`src/rtl/debounce_edge_if.sv`:
```
// Button conditioning bus: raw input in, debounced level, edge pulses and press count out.
interface debounce_edge_if #(
  parameter int unsigned PRESS_WIDTH = 8
);
  logic                   btn_in;
  logic                   btn_level;
  logic                   rise_pulse;
  logic                   fall_pulse;
  logic [PRESS_WIDTH-1:0] press_count;

  modport master (
    output btn_in,
    input  btn_level, rise_pulse, fall_pulse, press_count
  );

  modport slave (
    input  btn_in,
    output btn_level, rise_pulse, fall_pulse, press_count
  );
endinterface

```
`src/rtl/debounce_edge.sv`:
```
// Two-flop synchronizer plus a four-state debounce FSM producing a clean level,
// single-cycle rise/fall pulses and a wrapping count of accepted presses.
module debounce_edge #(
  parameter int unsigned DEBOUNCE_CYCLES = 4,
  parameter int unsigned CNT_WIDTH       = 16,
  parameter int unsigned PRESS_WIDTH     = 8
) (
  input  logic            clk,
  input  logic            reset,
  debounce_edge_if.slave  bus
);

  localparam logic [CNT_WIDTH-1:0] CNT_LAST = CNT_WIDTH'(DEBOUNCE_CYCLES - 1);

  typedef enum logic [1:0] {
    IDLE_LOW  = 2'd0,
    WAIT_HIGH = 2'd1,
    IDLE_HIGH = 2'd2,
    WAIT_LOW  = 2'd3
  } state_t;

  logic                   r_sync0;
  logic                   r_sync1;
  state_t                 r_state;
  state_t                 w_state_nxt;
  logic [CNT_WIDTH-1:0]   r_cnt;
  logic [CNT_WIDTH-1:0]   w_cnt_nxt;
  logic                   w_cnt_last;
  logic                   r_level;
  logic                   r_rise;
  logic                   r_fall;
  logic [PRESS_WIDTH-1:0] r_press;
  logic                   w_level_nxt;
  logic                   w_rise_nxt;
  logic                   w_fall_nxt;
  logic [PRESS_WIDTH-1:0] w_press_nxt;

  assign w_cnt_last = (r_cnt == CNT_LAST);

  // State, counter, synchronizer and registered outputs
  always_ff @(posedge clk) begin
    if (reset) begin
      r_sync0 <= 1'b0;
      r_sync1 <= 1'b0;
      r_state <= IDLE_LOW;
      r_cnt   <= '0;
      r_level <= 1'b0;
      r_rise  <= 1'b0;
      r_fall  <= 1'b0;
      r_press <= '0;
    end else begin
      r_sync0 <= bus.btn_in;
      r_sync1 <= r_sync0;
      r_state <= w_state_nxt;
      r_cnt   <= w_cnt_nxt;
      r_level <= w_level_nxt;
      r_rise  <= w_rise_nxt;
      r_fall  <= w_fall_nxt;
      r_press <= w_press_nxt;
    end
  end

  // Next state and stability counter; any disagreeing sample restarts the wait
  always_comb begin
    w_state_nxt = r_state;
    w_cnt_nxt   = '0;
    case (r_state)
      IDLE_LOW: begin
        if (r_sync1) begin
          w_state_nxt = WAIT_HIGH;
          w_cnt_nxt   = CNT_WIDTH'(1);
        end
      end
      WAIT_HIGH: begin
        if (!r_sync1) begin
          w_state_nxt = IDLE_LOW;
        end else if (w_cnt_last) begin
          w_state_nxt = IDLE_HIGH;
        end else begin
          w_cnt_nxt = r_cnt + CNT_WIDTH'(1);
        end
      end
      IDLE_HIGH: begin
        if (!r_sync1) begin
          w_state_nxt = WAIT_LOW;
          w_cnt_nxt   = CNT_WIDTH'(1);
        end
      end
      WAIT_LOW: begin
        if (r_sync1) begin
          w_state_nxt = IDLE_HIGH;
        end else if (w_cnt_last) begin
          w_state_nxt = IDLE_LOW;
        end else begin
          w_cnt_nxt = r_cnt + CNT_WIDTH'(1);
        end
      end
      default: begin
        w_state_nxt = IDLE_LOW;
      end
    endcase
  end

  // Output updates happen only on the edge that accepts a transition
  always_comb begin
    w_level_nxt = r_level;
    w_rise_nxt  = 1'b0;
    w_fall_nxt  = 1'b0;
    w_press_nxt = r_press;
    if (r_state == WAIT_HIGH && r_sync1 && w_cnt_last) begin
      w_level_nxt = 1'b1;
      w_rise_nxt  = 1'b1;
      w_press_nxt = r_press + PRESS_WIDTH'(1);
    end
    if (r_state == WAIT_LOW && !r_sync1 && w_cnt_last) begin
      w_level_nxt = 1'b0;
      w_fall_nxt  = 1'b1;
    end
  end

  assign bus.btn_level   = r_level;
  assign bus.rise_pulse  = r_rise;
  assign bus.fall_pulse  = r_fall;
  assign bus.press_count = r_press;

endmodule

```
`src/flat_wrapper.sv`:
```
// flat-port wrapper written by rule: the top's interface ports become plain ports
module debounce_edge_flat 
#(
  parameter int unsigned DEBOUNCE_CYCLES = 4,
  parameter int unsigned CNT_WIDTH       = 16,
  parameter int unsigned PRESS_WIDTH     = 8
)
  (clk, reset, bus_btn_in, bus_btn_level, bus_rise_pulse, bus_fall_pulse, bus_press_count);
  debounce_edge_if #(.PRESS_WIDTH(PRESS_WIDTH)) bus_i ();
  input  logic clk;
  input  logic reset;
  input wire logic [$bits(bus_i.btn_in)-1:0] bus_btn_in;
  output wire logic [$bits(bus_i.btn_level)-1:0] bus_btn_level;
  output wire logic [$bits(bus_i.rise_pulse)-1:0] bus_rise_pulse;
  output wire logic [$bits(bus_i.fall_pulse)-1:0] bus_fall_pulse;
  output wire logic [$bits(bus_i.press_count)-1:0] bus_press_count;
  assign bus_i.btn_in = bus_btn_in;
  assign bus_btn_level = bus_i.btn_level;
  assign bus_rise_pulse = bus_i.rise_pulse;
  assign bus_fall_pulse = bus_i.fall_pulse;
  assign bus_press_count = bus_i.press_count;
  debounce_edge #(.DEBOUNCE_CYCLES(DEBOUNCE_CYCLES), .CNT_WIDTH(CNT_WIDTH), .PRESS_WIDTH(PRESS_WIDTH)) u_core (.clk(clk), .reset(reset), .bus(bus_i));
endmodule
```
`config.mk`:
```
export PLATFORM = sky130hd
export DESIGN_NAME = debounce_edge_flat
export DESIGN_NICKNAME = d
export VERILOG_FILES = /design/src/rtl/debounce_edge_if.sv /design/src/rtl/debounce_edge.sv /design/src/flat_wrapper.sv
export SDC_FILE = /design/constraint.sdc
export NUM_CORES = 1
export LEC_CHECK = 0
export BUFFER_PORTS_ARGS = -buffer_cell sky130_fd_sc_hd__buf_4
export CORE_UTILIZATION = 37
export DETAILED_ROUTE_END_ITERATION = 8
export PLACE_DENSITY = 0.61
export SLEW_MARGIN = 0
export SYNTH_ARGS = -nofsm -noshare
export SYNTH_HDL_FRONTEND = slang
export SYNTH_SLANG_ARGS = --single-unit
```
`constraint.sdc`:
```
create_clock -name clk -period 2.1 [get_ports clk]
set_clock_uncertainty 0.05 [all_clocks]
set_input_delay 0.42 -clock clk [delete_from_list [all_inputs] [get_ports clk]]
set_output_delay 0.42 -clock clk [all_outputs]
set_load 0.02 [all_outputs]
```
==> flow_summary_export.csv, run 1 <==
group,metric,value,unit
outcome,status,"finished, final reports clean",
global_routing,grtUsageTotal,15.31,%
final_layout,layout-drive-gt1-share,19.43,%
final_layout,num_antenna_cells,0,
timing,max_slew_margin,73.26,%
power_and_ir_drop,internal-power,0.9865,mW
route,drt-initial-drc-count,58,
global_routing,met2_usage,26.33,%
logic_synthesis,syn_inst,151,
logic_synthesis,synthAdderAreaFrac,1.799,%
final_layout,finalNetCount,179,
route,first_pass_iters,4,
power_and_ir_drop,power_frac_comb,1.8,%
critical_path,cp-start-kind,"flop",
logic_synthesis,yosysSeqAreaShare,44.60,%
power_and_ir_drop,irDropWorstVdd,0.0004370,V
logic_synthesis,yosysMostFrequentCell,"dfxtp_1",
logic_synthesis,synth-compound-area-share,7.374,%
die,start_util,40.12,%
logic_synthesis,synthMuxAreaShare,2.158,%
die,core,3468,um2
cts,clkSinkCount,31,
timing,worst_pin_slew,0.3975,ns
global_routing,antenna_found_initial,0,
route,wire_per_inst,12.71,um
cts,htreeDepth,2,
critical_path,critPathArrivalTime,2.08,ns
power_and_ir_drop,seq_power_share,48.7,%
critical_path,regToRegSetupSlack,0.17,ns
critical_path,path_max_fanout,15,
logic_synthesis,synth_area_leaders,"dfxtp_1 45%, xnor2_1 6.3%, nor2_1 5.1%",
timing,final.min_clock_period,1.931,ns
timing,finalMaxSlewViolations,0,
route,drt-total-wl,2.809,mm
power_and_ir_drop,clock_power_share,49.4,%
route,via_count,1149,
route,drc,0,
logic_synthesis,synth_top_family_by_area,"simple AND/OR/NAND/NOR gates",
global_routing,grt_pass1_wl,4.885,mm
logic_synthesis,netlist_top_cells_count,"31 x dfxtp_1, 19 x nor2_1, 10 x nand3_1, 10 x xnor2_1",
logic_synthesis,syn_nets,156,
logic_synthesis,async_reset_ff_share,0,%
critical_path,required,2.25,ns
logic_synthesis,synthFlopType,"dfxtp_1",
global_routing,use_met1,18.04,%
min_path,hp-class,"in -> reg",
route,postRouteAntennaNets,0,
global_routing,overflow,0,
logic_synthesis,syn_avg_cell_area,9.214,um2
cts,clkTransAtPathRegs,0.07,ns
logic_synthesis,synthesis.area,1391,um2
cts,cts_buffers,5,
logic_synthesis,synth_seq_cells,31,
global_routing,grt_pass1_vias,1126,
placement,dp.cells,213,
cts,cts_max_path_buffers,2,
final_layout,final_cells,221,
placement,hpwl,1.927,mm
cts,insertion_delay,0.28,ns
timing,hold_viol,0,
timing,rsz0062_at_grt,"false",
global_routing,met3_usage,4.348,%
logic_synthesis,ys_types,31,
power_and_ir_drop,power_density,715.3,nW/um2
final_layout,syn2layout_area_growth,22.84,%
logic_synthesis,synth_enable_flop_cells,0,
logic_synthesis,yosys.area_share.simple,31.03,%
timing,fmax,0.5179,GHz
critical_path,crit_type,"reg -> reg",
die,die-area,4009,um2
placement,place_congestion,0.9194,
cts,cts_tree,"built",
logic_synthesis,yosys_warnings,0,
job,drv_cap,0,
timing,setup_violations,0,
die,die_y,63.32,um
logic_synthesis,synth_xor_area_share,9.442,%
critical_path,end_kind,"flop",
route,viasPerCell,5.199,
placement,io_buffers,13,
logic_synthesis,synth.top_cell.area_share,44.60,%
power_and_ir_drop,p_leak,0.5752,nW
die,row_count,21,
global_routing,grt-busiest-layer,"met2",
logic_synthesis,yosysTopAreaCell,"dfxtp_1",
timing,finalCritPeriodShare,91.95,%
power_and_ir_drop,p_sw_share,19.31,%
die,die_x,63.32,um
power_and_ir_drop,power_switching,0.2360,mW
timing,setup_tns,0,ns
die,boundaryPins,14,
cts,root_buffer,"clkbuf_8",
global_routing,grt_max_degree,17,
metal layers:
metal  wire, um  part of all wire, %
met4         34                  1.2
met3        100                  3.6
met5          0                    0
met2       1373                   49
met1       1301                   46
cells in the final DEF (no fill, tap or decap), types with 3 or more instances in the layout:
cell	count
dfxtp_1	31
buf_4	22
nor2_1	19
xnor2_1	10
nand3_1	10
nand4_1	8
a21oi_1	8
o31ai_1	6
or4_1	6
clkbuf_8	6
nor3_1	5
inv_1	5
xor2_1	5
nor4_1	5
nand2_1	4
nand2b_1	3
nor2b_1	3
mux2i_1	3
through the flow:
step	worst slack [ns]	hold WS [ns]	total power, mW	utilization (%)	instance area, um2
final	0.1691	0.3071	1.223	49.28	1709
after global placement	0.2089	0.3737	0.6309	45.63	1583
after CTS	0.07816	0.3061	1.233	49.03	1700
after global routing	0.03602	0.3203	1.266	49.28	1709
after detailed placement	0.1484	0.3868	0.6313	45.63	1583
after floorplan	0.2890	0.3638	0.6213	-	1391
cell families after synthesis:
logic type	Yosys count
adder cells (fa/ha/maj)	2
buffers and inverters	11
AO/OA/AOI/OAI	17
flip-flops	31
multiplexers	3
XOR/XNOR	15
AND/OR/NAND/NOR	72
path summary, 6_finish.rpt:
check | from | endpoint | depth (start not counted)
max reg2reg | u_core.r_cnt[0] | u_core.bus.press_count[2] | 5
min | bus_btn_in | u_core.r_sync0 | 2
min reg2reg | u_core.r_sync0 | u_core.r_sync1 | 1
max | u_core.r_cnt[0] | u_core.bus.press_count[2] | 5
critical path, stage by stage, from the launching register on:
cell and delay [ns]:
dfxtp_1 0.35, ha_1 0.19, nor4b_4 0.28, nand4_4 0.26, or4_1 0.55, a21oi_1 0.17
flip-flops by register name, summed over array words and instances, names as in the netlist, named ones only:
| name | cells |
|---|---|
| u_core.bus.rise_pulse | 1 |
| u_core.bus.fall_pulse | 1 |
| u_core.bus.press_count | 8 |
| u_core.r_sync1 | 1 |
| u_core.r_state | 1 |
| u_core.r_sync0 | 1 |
| u_core.bus.btn_level | 1 |
| u_core.r_cnt | 16 |
layout make-up:
cell class | count | area, um2
Clock buffer | 6 | 82.58
Clock inverter | 2 | 35.03
Fill cell | 363 | 1759
Inverter | 5 | 18.77
Multi-Input combinational cell | 109 | 729.5
Sequential cell | 31 | 620.6
Tap cell | 46 | 57.56
Timing Repair Buffer | 22 | 165.2
power groups by stage:
| stage | registers, mW | logic (mW) | clock network, mW |
|---|---|---|---|
| finish | 0.596 | 0.0223 | 0.605 |
| CTS | 0.596 | 0.0225 | 0.615 |
| detailed placement | 0.609 | 0.0224 | 0 |
| floorplan | 0.611 | 0.0104 | 0 |
| global route | 0.596 | 0.0250 | 0.645 |
| global placement | 0.609 | 0.0221 | 0 |
timing repair:
item                       in CTS  in global routing
hold buffers                    0                  0
resized for setup               0                  1
buffers inserted                0                  0
setup endpoints to repair       0                  7
No activity file was read; power rests on OpenSTA's default activity.
==> run 2: changes to the inputs <==
--- a/config.mk
+++ b/config.mk
@@ -5,10 +5,10 @@
 export SDC_FILE = /design/constraint.sdc
 export NUM_CORES = 1
 export LEC_CHECK = 0
-export BUFFER_PORTS_ARGS = -buffer_cell sky130_fd_sc_hd__buf_4
 export CORE_UTILIZATION = 37
 export DETAILED_ROUTE_END_ITERATION = 8
-export PLACE_DENSITY = 0.61
+export DONT_BUFFER_PORTS = 1
+export PLACE_DENSITY = 0.58
 export SLEW_MARGIN = 0
 export SYNTH_ARGS = -nofsm -noshare
 export SYNTH_HDL_FRONTEND = slang
==> flow_summary_export.csv, run 2 (synthesized netlist as in run 1, its figures left out) <==
group,metric,value,unit
final_layout,mostFrequentLayoutCell,"dfxtp_1",
global_routing,use_met1,16.74,%
route,wire_per_inst,13.05,um
final_layout,layout-drive-gt1-share,13.50,%
global_routing,grt-busiest-layer,"met2",
min_path,worst_hold_startpoint,"reset",
global_routing,grt_max_degree,17,
global_routing,met2_usage,25.00,%
die,row_count,21,
final_layout,layout_common_cells,"31 x dfxtp_1, 19 x nor2_1, 10 x xnor2_1, 10 x nand3_1, 10 x buf_4",
placement,hpwl,1.884,mm
route,drt-initial-drc-count,37,
critical_path,end_kind,"flop",
route,via_count,1088,
critical_path,critPathArrivalTime,2.11,ns
cts,cts_buffers,5,
power_and_ir_drop,power_frac_comb,0.8,%
route,drc,0,
die,boundaryPins,14,
min_path,hp-class,"in -> reg",
cts,clkTransAtPathRegs,0.07,ns
cts,cts_tree,"built",
cts,insertion_delay,0.29,ns
critical_path,path_max_fanout,15,
power_and_ir_drop,clock_power_share,53.9,%
power_and_ir_drop,power_density,800.8,nW/um2
die,die_x,63.32,um
power_and_ir_drop,power_switching,0.2472,mW
die,die_y,63.32,um
global_routing,met3_usage,6.341,%
timing,finalCritPeriodShare,92.44,%
min_path,hold_depth,1,
critical_path,timing.rr.end,"u_core.bus.press_count[4]",
die,die-area,4009,um2
power_and_ir_drop,irDropWorstVdd,0.0004900,V
placement,io_buffers,0,
final_layout,num_antenna_cells,0,
cts,cts_hold_buf,0,
cts,clkSinkCount,31,
global_routing,grt_pass1_vias,1066,
final_layout,finalNetCount,167,
global_routing,overflow,0,
min_path,hold-path-endpoint,"u_core.r_sync0",
final_layout,final_util,47.47,%
timing,setup_tns,0,ns
timing,final.min_clock_period,1.941,ns
die,start_util,40.12,%
placement,place_congestion,0.8331,
cts,root_buffer,"clkbuf_8",
global_routing,antenna_found_initial,0,
critical_path,crit_type,"reg -> reg",
final_layout,largest-register,"u_core.r_cnt",
route,postRouteAntennaNets,0,
power_and_ir_drop,internal-power,1.071,mW
global_routing,grt_pass1_wl,4.712,mm
timing,max_slew_margin,70.99,%
timing,rsz0062_at_grt,"false",
die,core,3468,um2
timing,setup_violations,0,
power_and_ir_drop,p_leak,0.5176,nW
critical_path,reg2reg_depth,5,
outcome,status,"finished, final reports clean",
power_and_ir_drop,p_sw_share,18.75,%
global_routing,grtUsageTotal,15.36,%
route,viasPerCell,5.206,
timing,finalMaxSlewViolations,0,
route,drt-total-wl,2.728,mm
critical_path,reg2reg_from,"u_core.r_cnt[1]",
critical_path,cp-start-kind,"flop",
timing,hold_viol,0,
cts,htreeDepth,2,
final_layout,largest_reg_flops,16,
critical_path,regToRegSetupSlack,0.16,ns
critical_path,required,2.27,ns
job,drv_cap,0,
timing,worst_pin_slew,0.4318,ns
cts,cts_max_path_buffers,2,
power_and_ir_drop,seq_power_share,45.4,%
route,first_pass_iters,5,
timing,fmax,0.5151,GHz
final_layout,syn2layout_area_growth,18.35,%
[run 2: changes by cell type in the layout (fill, tap and decap cells not counted)]
cell        before  now
buf_4           22   10
clkbuf_8         6    5
clkinv_2         1    0
nor4_2           1    0
bufinv_16        1    2
nor4_4           1    2
clkinvlp_4       0    1
[run 2: area by class of cell]
class / instances / area (um2)
fill: 353 / 1822
multi-input combinational: 109 / 738.2
sequential: 31 / 620.6
timing repair buffer: 10 / 75.07
clock buffer: 5 / 68.82
clock inverter: 3 / 67.56
tap: 46 / 57.56
inverter: 5 / 18.77
[run 2: routing by layer]
metal / part of all wire (%) / vias up
li1: - / 565
met1: 47 / 491
met2: 46 / 25
met3: 4.8 / 7
met4: 2.4 / 0
met5: 0 / -
[run 2: how the worst max path moves through the flow]
stage                                     end            start  cells past startpoint
finish              u_core.bus.press_count[4]  u_core.r_cnt[1]                      5
global route        u_core.bus.press_count[7]  u_core.r_cnt[1]                      5
CTS                 u_core.bus.press_count[4]  u_core.r_cnt[1]                      5
detailed placement  u_core.bus.press_count[3]  u_core.r_cnt[1]                      5
global placement    u_core.bus.press_count[4]  u_core.r_cnt[1]                      5
floorplan           u_core.bus.press_count[5]  u_core.r_cnt[0]                      5
[run 2: repair_timing]
action,CTS,global route
setup buffers,0,2
endpoints found under the setup margin,0,6
gates resized for setup,0,2
[run 2: critical path: stages (launching register included)]
cell and delay, ns:
dfxtp_1 0.40, ha_1 0.20, nor4b_4 0.27, nand4_4 0.24, or4_1 0.55, a21oi_1 0.15
[run 2: power groups by stage]
stage / sequential (mW) / clock (mW) / combinational (mW)
floorplan: 0.611 / 0 / 0.0104
CTS: 0.598 / 0.728 / 0.0105
finish: 0.598 / 0.710 / 0.0103
global route: 0.599 / 0.754 / 0.0116
detailed placement: 0.612 / 0 / 0.0105
global placement: 0.611 / 0 / 0.0102
[run 2: per-stage QoR]
stage                     cells  worst slack [ns]  total power [mW]  hold slack (ns)  cell area, um2
after floorplan             151            0.2890            0.6213           0.3638            1391
after global placement      199            0.1846            0.6216           0.3798            1478
after detailed placement    199           0.09227            0.6223           0.3785            1478
after CTS                   207           0.05631             1.336           0.1300            1614
after global routing        209          0.003991             1.365           0.1248            1647
final                       209            0.1588             1.319           0.1413            1647
==> run 3: changes to the inputs <==
--- a/config.mk
+++ b/config.mk
@@ -8,7 +8,8 @@
 export CORE_UTILIZATION = 37
 export DETAILED_ROUTE_END_ITERATION = 8
 export DONT_BUFFER_PORTS = 1
-export PLACE_DENSITY = 0.58
+export MAX_ROUTING_LAYER = met4
+export PLACE_DENSITY = 0.62
 export SLEW_MARGIN = 0
 export SYNTH_ARGS = -nofsm -noshare
 export SYNTH_HDL_FRONTEND = slang
==> flow_summary_export.csv, run 3 (synthesized netlist as in run 1, its figures left out) <==
group,metric,value,unit
die,start_util,40.12,%
critical_path,critPathArrivalTime,2.03,ns
cts,clkTransAtPathRegs,0.06,ns
timing,finalMaxSlewViolations,0,
cts,htreeDepth,2,
final_layout,final_util,44.52,%
final_layout,largest-register,"u_core.r_cnt",
die,die_y,63.32,um
route,viasPerCell,5.443,
outcome,status,"finished, final reports clean",
final_layout,layout_common_cells,"31 x dfxtp_1, 19 x nor2_1, 10 x xnor2_1, 10 x nand3_1",
route,postRouteAntennaNets,0,
die,die_x,63.32,um
critical_path,cp_slowest_cell,"nor4_4",
cts,cts_resized,0,
placement,dp.cells,197,
power_and_ir_drop,irDropWorstVdd,0.0003930,V
die,row_count,21,
final_layout,num_antenna_cells,0,
critical_path,cp_slowest_stage_delay,0.40,ns
final_layout,largest_reg_flops,16,
global_routing,overflow,0,
timing,finalCritPeriodShare,89.36,%
timing,worst_pin_slew,0.3848,ns
critical_path,crit_type,"reg -> reg",
global_routing,antenna_found_initial,0,
route,drt-initial-drc-count,41,
cts,clkSinkCount,31,
final_layout,finish.instance_area,1544,um2
min_path,hold-path-endpoint,"u_core.bus.btn_level",
cts,insertion_delay,0.28,ns
timing,fmax,0.5329,GHz
critical_path,timing.rr.end,"u_core.bus.press_count[0]",
final_layout,final-seq-area,620.6,um2
timing,rsz0062_at_grt,"false",
cts,cts_max_path_buffers,2,
timing,setup_violations,0,
final_layout,layout-drive-gt1-share,9.554,%
timing,hold_viol,0,
critical_path,crit_family,"simple AND/OR/NAND/NOR gates",
power_and_ir_drop,power_density,658.1,nW/um2
placement,io_buffers,0,
route,wire_per_inst,12.86,um
power_and_ir_drop,p_leak,0.4652,nW
min_path,hold_depth,1,
die,core,3468,um2
final_layout,multi_input_area,729.5,um2
critical_path,crit_start,"u_core.r_cnt[6]",
timing,final.min_clock_period,1.877,ns
final_layout,final_cells,203,
min_path,worst_hold_startpoint,"reset",
timing,max_slew_margin,74.31,%
route,drc,0,
critical_path,end_kind,"flop",
min_path,hp-class,"in -> reg",
final_layout,mostFrequentLayoutCell,"dfxtp_1",
die,boundaryPins,14,
final_layout,syn2layout_area_growth,10.97,%
critical_path,required,2.25,ns
placement,placed_area,1463,um2
die,die-area,4009,um2
global_routing,grt_pass1_wl,4.761,mm
final_layout,fillers,344,
placement,hpwl,1.911,mm
timing,setup_tns,0,ns
cts,root_buffer,"clkbuf_8",
critical_path,reg2reg_from,"u_core.r_cnt[6]",
cts,cts_hold_buf,0,
critical_path,regToRegSetupSlack,0.22,ns
route,first_pass_iters,4,
critical_path,reg2reg_depth,5,
global_routing,grtUsageTotal,15.60,%
final_layout,finalNetCount,163,
critical_path,crit_buf_inv,1,
global_routing,grt_max_degree,17,
critical_path,path_max_fanout,13,
cts,cts_buffers,5,
cts,cts_tree,"built",
route,via_count,1105,
route,drt-total-wl,2.610,mm
critical_path,cp_cell_sequence,"nor4_4 -> nand4_4 -> buf_4 -> or3_1 -> a21oi_1",
critical_path,cp-start-kind,"flop",
job,drv_cap,0,
cts,postCtsSetupBuffers,0,
placement,place_congestion,0.8458,
global_routing,grt_pass1_vias,1082,
## run 3: cell types whose count changed in the layout (fill, tap and decap cells not counted), sizes merged
| cell | previous run | this run |
|---|---|---|
| buf | 10 | 6 |
| bufinv | 2 | 0 |
| clkbuf | 5 | 6 |
| clkinvlp | 1 | 0 |
## run 3: worst max path at each step
stage | endpoint | slack (ns) | cells past startpoint
2_1_floorplan | u_core.bus.press_count[5] | 0.29 | 5
3_3_place_gp | u_core.bus.press_count[0] | 0.22 | 5
3_5_place_dp | u_core.bus.press_count[0] | 0.17 | 6
4_1_cts | u_core.bus.press_count[0] | 0.16 | 6
5_1_grt | u_core.bus.press_count[5] | 0.08 | 5
6_report | u_core.bus.press_count[0] | 0.22 | 5
## run 3: layer usage
metal	up-vias	track usage (%)	routed length, um
li1	558	-	-
met1	517	17.43	1177
met2	21	25.13	1275
met3	9	4.710	98
met4	0	7.670	59
met5	-	-	0
## run 3: layout make-up
cell class                 count  area share (%)
multi-input combinational    109           47.24
tap                           46           3.728
timing repair buffer           6           2.917
clock buffer                   6           4.700
inverter                       5           1.216
sequential                    31           40.19
## run 3: per-stage QoR
| step | worst slack (ns) | hold slack [ns] | power [mW] |
|---|---|---|---|
| 6_report | 0.2234 | 0.1589 | 1.016 |
| 5_1_grt | 0.08444 | 0.1461 | 1.065 |
| 4_1_cts | 0.1571 | 0.1502 | 1.033 |
| 3_5_place_dp | 0.1663 | 0.3847 | 0.6223 |
| 3_3_place_gp | 0.2175 | 0.3841 | 0.6216 |
| 2_1_floorplan | 0.2890 | 0.3638 | 0.6213 |
## run 3: worst reg2reg max path, stage by stage (launching register included)
cell	delay [ns]
dfxtp_1	0.38
nor4_4	0.40
nand4_4	0.24
buf_4	0.22
or3_1	0.34
a21oi_1	0.16
## run 3: power by group
group | internal, mW | total, mW | switching (mW)
Sequential | 0.593 | 0.599 | 0.00571
Combinational | 0.00590 | 0.0105 | 0.00462
Clock | 0.220 | 0.407 | 0.187
Total | 0.819 | 1.02 | 0.197
